[src/rtl/bcd_seg_scan_ctrl.sv]
// Sequential binary-to-BCD converter (shift-and-add-3, one bit per clock)
// driving a scanned 4-digit common-anode 7-segment display.
module bcd_seg_scan_ctrl #(
   parameter int REFRESH_DIV   = 100000,
   parameter bit BLANK_LEADING = 1'b1
) (
   input  logic        clk,
   input  logic        rst,
   input  logic        start,
   input  logic [7:0]  bin_in,
   output logic        busy,
   output logic        done,
   output logic [11:0] bcd_out,
   output logic [3:0]  an,
   output logic [6:0]  seg,
   output logic        dp
);

   localparam int RW = (REFRESH_DIV > 1) ? $clog2(REFRESH_DIV) : 1;
   localparam logic [RW-1:0] REFRESH_MAX = RW'(REFRESH_DIV - 1);

   typedef enum logic [1:0] {IDLE = 2'd0, SHIFT = 2'd1, DONE = 2'd2} state_t;

   state_t        state_r, state_s;
   logic [7:0]    shift_r, shift_s;
   logic [11:0]   work_r, work_s, work_adj_s;
   logic [2:0]    count_r, count_s;
   logic [11:0]   bcd_r, bcd_s;
   logic [RW-1:0] refresh_r;
   logic [1:0]    digit_r;
   logic [3:0]    nib_s;
   logic          blank_s;

   function automatic logic [3:0] nib_adjust(input logic [3:0] n);
      return (n > 4'd4) ? (n + 4'd3) : n;
   endfunction

   function automatic logic [6:0] seg_decode(input logic [3:0] n);
      case (n)
         4'd0:    return 7'b1000000;
         4'd1:    return 7'b1111001;
         4'd2:    return 7'b0100100;
         4'd3:    return 7'b0110000;
         4'd4:    return 7'b0011001;
         4'd5:    return 7'b0010010;
         4'd6:    return 7'b0000010;
         4'd7:    return 7'b1111000;
         4'd8:    return 7'b0000000;
         4'd9:    return 7'b0010000;
         default: return 7'b1111111;
      endcase
   endfunction

   assign work_adj_s = {nib_adjust(work_r[11:8]), nib_adjust(work_r[7:4]), nib_adjust(work_r[3:0])};

   // Conversion FSM next-state and datapath
   always_comb begin
      state_s = state_r;
      shift_s = shift_r;
      work_s  = work_r;
      count_s = count_r;
      bcd_s   = bcd_r;
      case (state_r)
         IDLE: begin
            if (start) begin
               shift_s = bin_in;
               work_s  = 12'd0;
               count_s = 3'd0;
               state_s = SHIFT;
            end else begin
               state_s = IDLE;
            end
         end
         SHIFT: begin
            work_s  = {work_adj_s[10:0], shift_r[7]};
            shift_s = {shift_r[6:0], 1'b0};
            count_s = count_r + 3'd1;
            if (count_r == 3'd7) begin
               bcd_s   = work_s;
               state_s = DONE;
            end else begin
               state_s = SHIFT;
            end
         end
         DONE:    state_s = IDLE;
         default: state_s = IDLE;
      endcase
   end

   // Conversion state registers
   always_ff @(posedge clk) begin
      if (rst) begin
         state_r <= IDLE;
         shift_r <= 8'd0;
         work_r  <= 12'd0;
         count_r <= 3'd0;
         bcd_r   <= 12'd0;
      end else begin
         state_r <= state_s;
         shift_r <= shift_s;
         work_r  <= work_s;
         count_r <= count_s;
         bcd_r   <= bcd_s;
      end
   end

   // Free-running scan: digit index advances on each refresh wrap
   always_ff @(posedge clk) begin
      if (rst) begin
         refresh_r <= '0;
         digit_r   <= 2'd0;
      end else if (refresh_r == REFRESH_MAX) begin
         refresh_r <= '0;
         digit_r   <= digit_r + 2'd1;
      end else begin
         refresh_r <= refresh_r + {{(RW-1){1'b0}}, 1'b1};
         digit_r   <= digit_r;
      end
   end

   // Digit selection with optional leading-zero blanking
   always_comb begin
      nib_s   = 4'd0;
      blank_s = 1'b1;
      case (digit_r)
         2'd0: begin
            nib_s   = bcd_r[3:0];
            blank_s = 1'b0;
         end
         2'd1: begin
            nib_s   = bcd_r[7:4];
            blank_s = BLANK_LEADING && (bcd_r[11:8] == 4'd0) && (bcd_r[7:4] == 4'd0);
         end
         2'd2: begin
            nib_s   = bcd_r[11:8];
            blank_s = BLANK_LEADING && (bcd_r[11:8] == 4'd0);
         end
         default: begin
            nib_s   = 4'd0;
            blank_s = 1'b1;
         end
      endcase
   end

   assign an      = blank_s ? 4'b1111 : ~(4'b0001 << digit_r);
   assign seg     = blank_s ? 7'b1111111 : seg_decode(nib_s);
   assign dp      = 1'b1;
   assign busy    = (state_r == SHIFT);
   assign done    = (state_r == DONE);
   assign bcd_out = bcd_r;

endmodule

[config.mk]
export PLATFORM = sky130hd
export DESIGN_NAME = bcd_seg_scan_ctrl
export DESIGN_NICKNAME = d
export VERILOG_FILES = /design/src/rtl/bcd_seg_scan_ctrl.sv
export SDC_FILE = /design/constraint.sdc
export NUM_CORES = 1
export LEC_CHECK = 0
export ABC_AREA = 1
export CORE_MARGIN = 3
export CORE_UTILIZATION = 45
export DETAILED_ROUTE_END_ITERATION = 16
export PLACE_DENSITY = 0.69
export RECOVER_POWER = 25
export SLEW_MARGIN = 20
export SYNTH_ARGS = -nofsm -noshare
export SYNTH_HDL_FRONTEND = slang
export SYNTH_SLANG_ARGS = --single-unit
[constraint.sdc]
create_clock -name clk -period 1.78 [get_ports clk]
set_input_delay 0.178 -clock clk [delete_from_list [all_inputs] [get_ports clk]]
set_output_delay 0.178 -clock clk [all_outputs]
set_load 0.01 [all_outputs]
Word level (Yosys, flattened, before mapping):

Memories as Yosys holds them, arrays and structs flattened.
Index checks and enable logic that the tools add are counted.

* bits in registers: 56
* memory bits (read-only): 112
* bits of input ports: 11
* output and inout port bits: 26
* word-level logic and storage cells: 51
* memories kept: 1

Memory list
* (no name shown): depth 16, width 7, rd ports 1, clocked after Yosys merged registers in 0, wr ports 0, line 39 `case (n)`

* add/subtract/negate cells: 6
* order comparisons: 3
* eq/ne operators: 7
* shift operators: 1
* multiplexer cells: 16
* bitwise gates (word level): 1
* reductions and logical operators: 9

Operators by type and width (number)
* $pmux W12 S2: 1
* $add A17 B1 Y17 const B: 1
* $eq A17 B17 Y1 const B: 1
* $pmux W8 S2: 1
* $gt A4 B3 Y1 const B: 3
* $mux W12: 1
* $mux W4: 3
* $pmux W4 S3: 1
* $add A4 B2 Y4 const B: 2
* $logic_not A4 Y1: 2
* $mux W8: 1
* $mux W7: 1
* $mux W3: 2
* $pmux W3 S2: 1
* $eq A2 B1 Y1 const B: 2
* $eq A2 B2 Y1 const B: 2
* $logic_not A2 Y1: 2
* $not A4 Y4: 1
* $pmux W2 S2: 1
* $reduce_and A2 Y1: 2
* $shl A1 B2 Y4 const A: 1
* $add A3 B1 Y3 const B: 1
* $add A3 B2 Y3 const B: 1
* $eq A3 B3 Y1 const B: 1
* other kinds (8): 8

Longest topological paths before layout:

Gate-level depths: netlist of run 1.

* word-level depth: 4
* depth in mapped cells: 11
* depth with buffers taken out: 11

Worst setup path before layout of run 1:

Ideal clock, no wire load.

* path type: register to output
* start: register digit_r[0]
* end: output port seg[3]
* arrival time: 1667 ps
* data required time: 1602 ps
* setup slack: -65 ps
* cell stages (with the launch flop): 11
* buffers on the path: 0
* cell sequence: dfxtp_1 -> inv_1 -> ha_1 -> nand2_1 -> nand3_1 -> nand2_1 -> inv_1 -> ha_1 -> nand3b_1 -> nand3_1 -> nand2_1

* cells in the longest elaborated chain, start to end: 4
* elaborated cells on any way between the ends: 7
* classes of those cells: 2 x eq/ne; 3 x mux; 1 x reduce/logical; 1 x memory

Ends and longest elaborated chain
* start, declared: line 30 `logic [1:0] digit_r;`
* start signal, assigned: line 114 `digit_r <= digit_r + 2'd1;`
* start signal, assigned: line 117 `digit_r <= digit_r;`
* $eq A2 B2 Y1 (tied with other cells): line 125 `case (digit_r)`
* $pmux W4 S3: line 125
* $mem_v2 Z16 W7
* $mux W7 (*): line 146 `assign seg = blank_s ? 7'b1111111 : seg_decode(nib_s);`
* end, declared: line 15 `output logic [6:0] seg,`

Every way passes the cells marked *; elsewhere a longest branch is shown, timed or not.

Final worst setup path of run 1:

* start: register digit_r[1]
* end: output port seg[0]

Same word-level chain as after synthesis.

==> results.md, run 1 <==
* Setup Slack @ Placement at -465.8 ps
* CTS Hold Bufs at 0
* Placement Cell Area at 3666 sq um
* Crit end category: primary output
* Tot Pwr at 2.313 mW
* Final setup viols at 11
* Clock transition at path regs at 100 ps
* Worst slew margin at 0.6210
* HPWL Detailed at 4.973 mm
* Avg Cell Area, Syn at 6.812 sq um
* Num rows at 29
* H-tree depth at 2
* TritonCTS clock tree: yes
* Critical-path maximum fanout at 6
* Setup ws final at -299.0 ps
* Routed length per placed instance at 12.63 microns
* FMAX at 481.0 MHz
* Drt first pass iters at 4
* DIE HEIGHT at 87.89 microns
* Post-layout min period at 2079 ps
* Starting DRT DRC Count at 126
* Die W at 87.89 microns
* Kind of critical path: reg2out
* Number of routed nets with antenna violations at 0
* Synthesis-to-finish area growth at 33.91%
* CTS root buf: clkbuf_8
* Pwr dens at 572.3 nW/um^2
* Initial antenna violation count at 0
* Status: finished, violations left
* GR Overflow Total at 0
* Leakage at 1.760 nW
* Area of the core at 6422 sq um
* Placed insts at 576
* Full die area at 7725 sq um
* Max Cap Viol at 0
* Synth Warn # at 0
* Critical path data arrival time at 1900 ps
* RSZ-0062 raised after global routing: yes
* Detailed-route via count at 2,934
* Vias per std cell at 4.948
* Antenna diodes at 0
* Post-Synthesis Cell Area at 3018 sq um
* Library cells used by synthesis at 33
* Design area at 4041 sq um
* Post-Route WL at 7.490 mm
* Post-Route Skew at 11.55 ps
* Gr usage total at 0.1941
* Mapped Nets at 470
* Pin count of the biggest net entering global routing at 30
* Routability cong. at 0.8241
* Gate Count Post-Synth at 443
* Violated checks: negative setup slack
* IO Port Bufs at 35
* First-pass GRT wire length at 12.03 mm
* Max IR drop VDD at 558.4 uV
* Post-synthesis sequential area ratio at 0.3715
* Max Slew Vio Count at 0
* Clk Latency, worst-skew pair at 310 ps
* Nature of the critical path startpoint: flop
* Vias in the first global route at 2,688
* Non-filler cells, final at 593
* Required time worst endpoint at 1600 ps
* Hold Crit Class: in2reg
* Total CTS buffers at 5
* Clk sinks at 56
* Layout cells sized above 1 at 0.2171
* Worst Tran Pin Value at 568.5 ps
* Longest Clk Path Bufs at 2
* Fin. Hold Viols at 0
* Post-route DRC at 0
* Tcrit/Tclk final at 1.168
* FF+latch count, synth at 56
* Ports at 37
* # nets final at 542
* Initial Util at 0.4699
final cells by class:
class	instances	area (sq um)
Sequential cell	56	1129
Fill cell	543	2381
Inverter	52	210.2
Clock inverter	3	46.29
Multi-Input combinational cell	323	1859
Timing Repair Buffer	77	631.9
Clock buffer	5	68.82
Tap cell	77	96.34
path summary, 6_finish.rpt:
kind | startpoint | endpoint | slack, ps | depth (start not counted)
setup / recovery | digit_r[1] | seg[0] | -300 | 11
hold / removal | bin_in[0] | shift_r[0] | 420 | 3
setup reg to reg | work_r[4] | work_r[5] | 280 | 8
hold reg to reg | shift_r[3] | shift_r[3] | 470 | 2
sequential cells by signal, summed over array words and instances, names as in the netlist:
| signal | count |
|---|---|
| bcd_out | 12 |
| work_r | 12 |
| count_r | 3 |
| shift_r | 8 |
| refresh_r | 17 |
| digit_r | 2 |
| state_r | 2 |
repair_timing:
action                                 4_1_cts  5_1_grt
gates resized for setup                     96       15
setup endpoints to repair                   11       11
buffers inserted                             6        4
endpoints found under the hold margin        0        0
pin swaps                                   24        9
metrics by stage:
stage	util	hold WS, ps	setup TNS, ps
after floorplan	-	320.7	0
after CTS	0.6172	421.4	-1522
after global placement	0.5708	450.3	-2841
final	0.6293	423.3	-1987
after detailed placement	0.5708	455.2	-3699
after global routing	0.6293	425.2	-3014
critical path, cell delays in order (launching register included):
cell and delay (ps):
dfxtp_4 390, inv_4 60, ha_4 180, buf_4 150
nand2_1 80, nand3_2 130, buf_6 170, nand2_4 70
nand2_1 70, nand3_1 80, nand2_1 60, buf_2 150
where the power goes:
group,switching [mW],internal (mW),leakage (nW)
clock network,0.437,0.427,0.0600
registers,0.0187,1.28,0.455
logic,0.0926,0.0621,1.24
total,0.548,1.76,1.76
per-layer routing:
metal / GRT usage / wire length (microns) / vias to the layer above / part of all wire
li1: - / - / 1543 / -
met1: 0.2550 / 3528 / 1337 / 0.47
met2: 0.3171 / 3639 / 45 / 0.49
met3: 0.03387 / 208 / 9 / 0.028
met4: 0.07531 / 114 / 0 / 0.015
met5: 0 / 0 / - / 0
synth_stat cells:
library cell,n,area share
nor3_1,1,0.0017
dfxtp_1,56,0.37
clkinv_1,2,0.0025
and2_1,1,0.0021
buf_2,6,0.010
o21ai_0,10,0.017
nand4_1,6,0.012
nor2_2,1,0.0021
nand2_4,1,0.0037
buf_4,2,0.0050
a22oi_1,1,0.0025
nand2_1,130,0.16
o211ai_1,2,0.0050
inv_1,47,0.058
or2_0,1,0.0021
xor2_1,5,0.015
clkbuf_1,3,0.0037
nor2_4,3,0.011
nand3b_1,5,0.012
a21oi_1,37,0.061
nand3_1,33,0.055
xnor2_1,4,0.012
o21ai_1,10,0.017
nor3_2,1,0.0033
conb_1,1,0.0012
o21bai_1,1,0.0025
nor2_1,47,0.058
inv_2,3,0.0037
mux2i_1,2,0.0066
buf_6,1,0.0037
ha_1,16,0.066
nand3_2,2,0.0066
nand2_2,2,0.0041
placed cells by master, fill, tap and decap left out, types with 7 or more instances in the layout:
cell and instances:
a21oi_1 37, buf_2 11, buf_4 33, buf_6 7, clkdlybuf4s50_1 24, dfxtp_1 54
ha_1 9, inv_1 41, nand2_1 117, nand2_4 10, nand3_1 26, nand3_2 7
nor2_1 45, o21ai_0 15
cells by family (layout without fill, tap and decap cells):
kind of cell	count (synthesis)	in the layout	share of synthesized area
AOI/OAI and AO/OA	61	61	0.1045
xor gates and xnor gates	9	9	0.02612
adders and majority gates	16	16	0.06633
buffers and inverters	64	137	0.08706
DFF	56	56	0.3715
muxes	2	2	0.006634
other	1	1	0.001243
and+or+nand+nor	234	234	0.3367
Power figures use the tool's default switching activity.
==> run 2, diff against run 1 <==
RECOVER_POWER = default   (was 25)
==> results.md, run 2 (synthesized netlist as in run 1, its figures left out) <==
* Critical-path maximum fanout at 6 (unchanged)
* Placed insts at 576 (unchanged)
* Post-Route WL at 7.462 mm (-0.37%)
* Vias per std cell at 4.906 (-0.85%)
* Nature of the critical path startpoint: flop
* Starting DRT DRC Count at 136 (+7.9%)
* Die W at 87.89 microns (unchanged)
* FF-to-FF setup slack at 280 ps (about the same)
* Vias in the first global route at 2,688 (unchanged)
* Setup Slack @ Placement at -465.8 ps (unchanged)
* Fin. Hold Viols at 0 (unchanged)
* Worst-case reg-to-reg path depth at 8 (unchanged)
* Final setup viols at 11 (unchanged)
* Violated checks: negative setup slack
* RSZ-0062 raised after global routing: yes
* Crit end category: primary output
* Max Slew Vio Count at 0 (unchanged)
* Clock transition at path regs at 100 ps (about the same)
* Layout cells sized above 1 at 0.2171 (unchanged)
* Longest Clk Path Bufs at 2 (unchanged)
* Kind of critical path: reg2out
* Antenna diodes at 0 (unchanged)
* Top reg by flops: refresh_r
* Ports at 37 (unchanged)
* Setup ws final at -297.5 ps (+1.507 ps)
* Max reg flops at 17 (unchanged)
* # nets final at 542 (unchanged)
* Initial Util at 0.4699 (unchanged)
* Status: finished, violations left
* Post-layout min period at 2078 ps (-1.507 ps)
* Routability cong. at 0.8241 (unchanged)
* Required time worst endpoint at 1600 ps (about the same)
* Clk sinks at 56 (unchanged)
* Pin count of the biggest net entering global routing at 30 (unchanged)
* Crit-path max cell delay at 390 ps (about the same)
* Post-Route Skew at 12.43 ps (+0.8777 ps)
* GR Overflow Total at 0 (unchanged)
* HPWL Detailed at 4.973 mm (unchanged)
* Hold path depth at 3 (unchanged)
* Max IR drop VDD at 553.9 uV (-0.80%)
* CTS root buf: clkbuf_8
* Drt first pass iters at 5 (+1)
* CP dominant cell by count: nand2_1
* Crit path cell chain: inv_4 -> ha_4 -> buf_4 -> nand2_1 -> nand3_2 -> buf_6 -> nand2_4 -> nand2_1 -> nand3_1 -> nand2_1 -> buf_2
* DIE HEIGHT at 87.89 microns (unchanged)
* Post-route DRC at 0 (unchanged)
* CTS Hold Bufs at 0 (unchanged)
* IO Port Bufs at 35 (unchanged)
* Area of the core at 6422 sq um (unchanged)
* Worst Setup SP: digit_r[1]
* Synthesis-to-finish area growth at 34.49%
* Most frequent cells in the layout: nand2_1 (117), dfxtp_1 (54), nor2_1 (45)
* RR Endpoint: work_r[5]
* Detailed-route via count at 2,909 (-0.85%)
* Leakage at 1.765 nW (+0.33%)
* Gr usage total at 0.1941 (unchanged)
* Worst setup path endpoint: seg[0]
* First-pass GRT wire length at 12.03 mm (unchanged)
* Max Cap Viol at 0 (unchanged)
* TritonCTS clock tree: yes
* H-tree depth at 2 (unchanged)
* Total CTS buffers at 5 (unchanged)
* Number of routed nets with antenna violations at 0 (unchanged)
* Hold Crit Class: in2reg
* Initial antenna violation count at 0 (unchanged)
* Tot Pwr at 2.317 mW (+0.20%)
* Commonest non-fill, non-tap cell in the layout: nand2_1
* Non-filler cells, final at 593 (unchanged)
* Num rows at 29 (unchanged)
* R2R Path Start: work_r[4]
* Slowest stage cell, crit path: dfxtp_4
* Full die area at 7725 sq um (unchanged)
* WHS at 424.4 ps (+1.132 ps)
* Critical path data arrival time at 1900 ps (about the same)
* Routed length per placed instance at 12.58 microns (-0.37%)
* Clk Latency, worst-skew pair at 310 ps (about the same)
* FMAX at 481.3 MHz (about the same)
* Tcrit/Tclk final at 1.167 (about the same)
* Pwr dens at 571.0 nW/um^2 (-0.23%)
-- run 2: what timing repair did --
item / in CTS / in global routing
endpoints found under the setup margin: 11 / 11
setup buffers: 6 / 4
gates resized for setup: 96 / 15
pin swaps: 24 / 9
endpoints found under the hold margin: 0 / 0
-- run 2: metal layers --
layer  GRT usage  vias up  share of wire
met4     0.07531        0          0.015
li1            -     1542              -
met3     0.03387        9          0.027
met5           0        -              0
met2      0.3171       47           0.49
met1      0.2550     1311           0.47
-- run 2: where the power goes --
group	total, mW	internal (mW)	switching (mW)
clock network	0.860	0.427	0.433
registers	1.29	1.28	0.0187
logic	0.164	0.0699	0.0938
-- run 2: final cells by class --
type / count / area (sq um)
repair buffers: 77 / 649.4
clock inverters: 3 / 46.29
clock buffers: 5 / 68.82
flip-flops and latches: 56 / 1129
fillers: 542 / 2364
inverters: 52 / 210.2
multi-input cells: 323 / 1859
well taps: 77 / 96.34
-- run 2: through the flow --
stage                     cell area, sq um  TNS [ps]    util
after detailed placement              3666     -3699  0.5708
after CTS                             3964     -1522  0.6172
after floorplan                       3027         0       -
final                                 4059     -1972  0.6320
after global placement                3666     -2841  0.5708
after global routing                  4059     -3014  0.6320
-- run 2: worst min-delay path by stage --
| stage | from | end | slack [ps] |
|---|---|---|---|
| floorplan | bin_in[0] | shift_r[0] | 320 |
| detailed placement | shift_r[3] | shift_r[3] | 460 |
| global route | bin_in[0] | shift_r[0] | 430 |
| finish | bin_in[0] | shift_r[0] | 420 |
| global placement | count_r[2] | count_r[2] | 450 |
| CTS | bin_in[0] | shift_r[0] | 420 |
-- run 2: worst max-delay path: cells and delay by family (launching register included) --
| family | cells | cell delay (ps) |
|---|---|---|
| adder cells (fa/ha/maj) | 1 | 180 |
| AND/OR/NAND/NOR | 6 | 490 |
| buffers and inverters | 4 | 530 |
| flip-flops | 1 | 390 |
==> run 3, diff against run 2 <==
CORE_MARGIN = default   (was 3)
CORE_UTILIZATION = 39   (was 45)
PLACE_DENSITY = default   (was 0.69)
SLEW_MARGIN = default   (was 20)
==> results.md, run 3 (synthesized netlist as in run 1, its figures left out) <==
* Final setup viols at 10 (-1)
* Max Cap Viol at 0 (unchanged)
* Required time worst endpoint at 1600 ps (about the same)
* Num rows at 31 (+6.9%)
* # nets final at 544 (+0.37%)
* Critical path data arrival time at 1890 ps (about the same)
* Detailed-route via count at 2,954 (+1.5%)
* Die W at 89.97 microns (+2.4%)
* CTS Hold Bufs at 0 (unchanged)
* Full die area at 8094 sq um (+4.8%)
* Switching share of power at 0.2440 (+0.008731)
* Clk sinks at 56 (unchanged)
* Max Slew Vio Count at 0 (unchanged)
* Psw at 0.5374 mW (-1.4%)
* First-pass GRT wire length at 12.45 mm (+3.5%)
* Non-filler cells, final at 617 (+4.0%)
* Crit end category: primary output
* Violated checks: negative setup slack
* Initial antenna violation count at 0 (unchanged)
* FMAX at 482.8 MHz (+0.31%)
* Number of routed nets with antenna violations at 0 (unchanged)
* RSZ-0062 raised after global routing: yes
* Clk Latency, worst-skew pair at 310 ps (about the same)
* IO Port Bufs at 35 (unchanged)
* Pin count of the biggest net entering global routing at 30 (unchanged)
* Setup ws final at -291.2 ps (+6.347 ps)
* Layout cells sized above 1 at 0.2394 (+0.02233)
* Post-Route Skew at 8.619 ps (-3.810 ps)
* Routed length per placed instance at 11.80 microns (-6.2%)
* Slowest stage cell, crit path: dfxtp_4
* Vias in the first global route at 2,724 (+1.3%)
* Hold Crit Class: in2reg
* Post-Route WL at 7.282 mm (-2.4%)
* Setup TNS at -2031 ps (-58.81 ps)
* Post-route DRC at 0 (unchanged)
* Clock power frac at 0.338 (-0.033)
* Leakage at 1.779 nW (+0.75%)
* Crit-path max cell delay at 390 ps (about the same)
* Critical-path maximum fanout at 5 (-1)
* GR Overflow Total at 0 (unchanged)
* Top reg by flops: refresh_r
* Status: finished, violations left
* Post-layout min period at 2071 ps (-6.347 ps)
* Starting DRT DRC Count at 61 (-55%)
* Drt first pass iters at 4 (-1)
* Initial Util at 0.4095 (-0.06039)
* Crit path cell chain: inv_4 -> ha_4 -> buf_4 -> nand2_1 -> nand3_2 -> nand2_4 -> nor2_2 -> nor2_2 -> buf_6 -> nand2_1 -> buf_2
* Kind of critical path: reg2out
* Most frequent cells in the layout: nand2_1 (107), dfxtp_1 (54), nor2_1 (45)
* HPWL Detailed at 4.924 mm (-1.0%)
* TritonCTS clock tree: yes
* Final core occ at 0.5613 (-0.07070)
* Placement Cell Area at 3682 sq um (+0.44%)
* Ports at 37 (unchanged)
* WP buf/inv at 4 (unchanged)
* Longest Clk Path Bufs at 2 (unchanged)
* CTS root buf: clkbuf_8
* Vias per std cell at 4.788 (-2.4%)
* Synthesis-to-finish area growth at 37.06%
* Worst path top cell family by delay: simple AND/OR/NAND/NOR gates
* Commonest non-fill, non-tap cell in the layout: nand2_1
* Fin. Hold Viols at 0 (unchanged)
* Design area at 4136 sq um (+1.9%)
* Setup Slack @ Placement at -454.5 ps (+11.36 ps)
* Tcrit/Tclk final at 1.164 (-0.003566)
* Clock transition at path regs at 100 ps (about the same)
* H-tree depth at 2 (unchanged)
* Tot Pwr at 2.202 mW (-5.0%)
* Routability cong. at 0.7848 (-4.8%)
* Int Power at 1.665 mW (-6.1%)
* WHS at 430.0 ps (+5.565 ps)
* Placed insts at 596 (+3.5%)
* Nature of the critical path startpoint: flop
* Antenna diodes at 0 (unchanged)
* Gr usage total at 0.1839 (-0.01023)
* Max reg flops at 17 (unchanged)
* Total CTS buffers at 5 (unchanged)
* Area of the core at 7370 sq um (+15%)
* Combinational power share at 0.075 (+0.004)
* DIE HEIGHT at 89.97 microns (+2.4%)
* Max IR drop VDD at 377.3 uV (-32%)
* Pwr dens at 532.4 nW/um^2 (-6.8%)
* Flop pwr share at 0.587 (+0.029)
==> run 3: worst reg2reg max path: stages (launching register included) <==
cell     delay (ps)
dfxtp_1         380
inv_1            90
ha_1            200
inv_1            90
nand2_1          60
nand2_1         160
xor2_1          240
nand2_1          80
a21oi_1         120
==> run 3: routing by layer <==
layer / part of all wire / global-route usage
met5: 0 / 0
met4: 0.012 / 0.03763
met3: 0.037 / 0.03638
met2: 0.49 / 0.3064
met1: 0.46 / 0.2472
==> run 3: layout make-up <==
type	instances	area, sq um
clock inverters	2	13.76
flip-flops and latches	56	1129
repair buffers	79	699.4
inverters	52	212.7
fillers	716	3233
clock buffers	6	82.58
well taps	99	123.9
multi-input cells	323	1876
==> run 3: path summary, 6_finish.rpt <==
check	slack [ps]	cells after the start	to	startpoint
worst min register to register	470	2	work_r[11]	work_r[11]
worst max register to register	300	8	work_r[5]	work_r[4]
worst max-delay path	-290	11	seg[5]	digit_r[1]
worst min-delay path	430	3	shift_r[0]	bin_in[0]
==> run 3: what timing repair did <==
item | 4_1_cts | 5_1_grt
buffers inserted | 9 | 4
setup endpoints to repair | 11 | 11
resized for setup | 93 | 33
pin swaps | 24 | 17
==> run 3: power by group through the flow <==
| stage | combinational [mW] | clock [mW] | sequential, mW |
|---|---|---|---|
| 2_1_floorplan | 0.110 | 0 | 1.32 |
| 3_3_place_gp | 0.165 | 0 | 1.33 |
| 3_5_place_dp | 0.166 | 0 | 1.33 |
| 4_1_cts | 0.167 | 0.773 | 1.29 |
| 5_1_grt | 0.187 | 0.817 | 1.30 |
| 6_report | 0.165 | 0.743 | 1.29 |
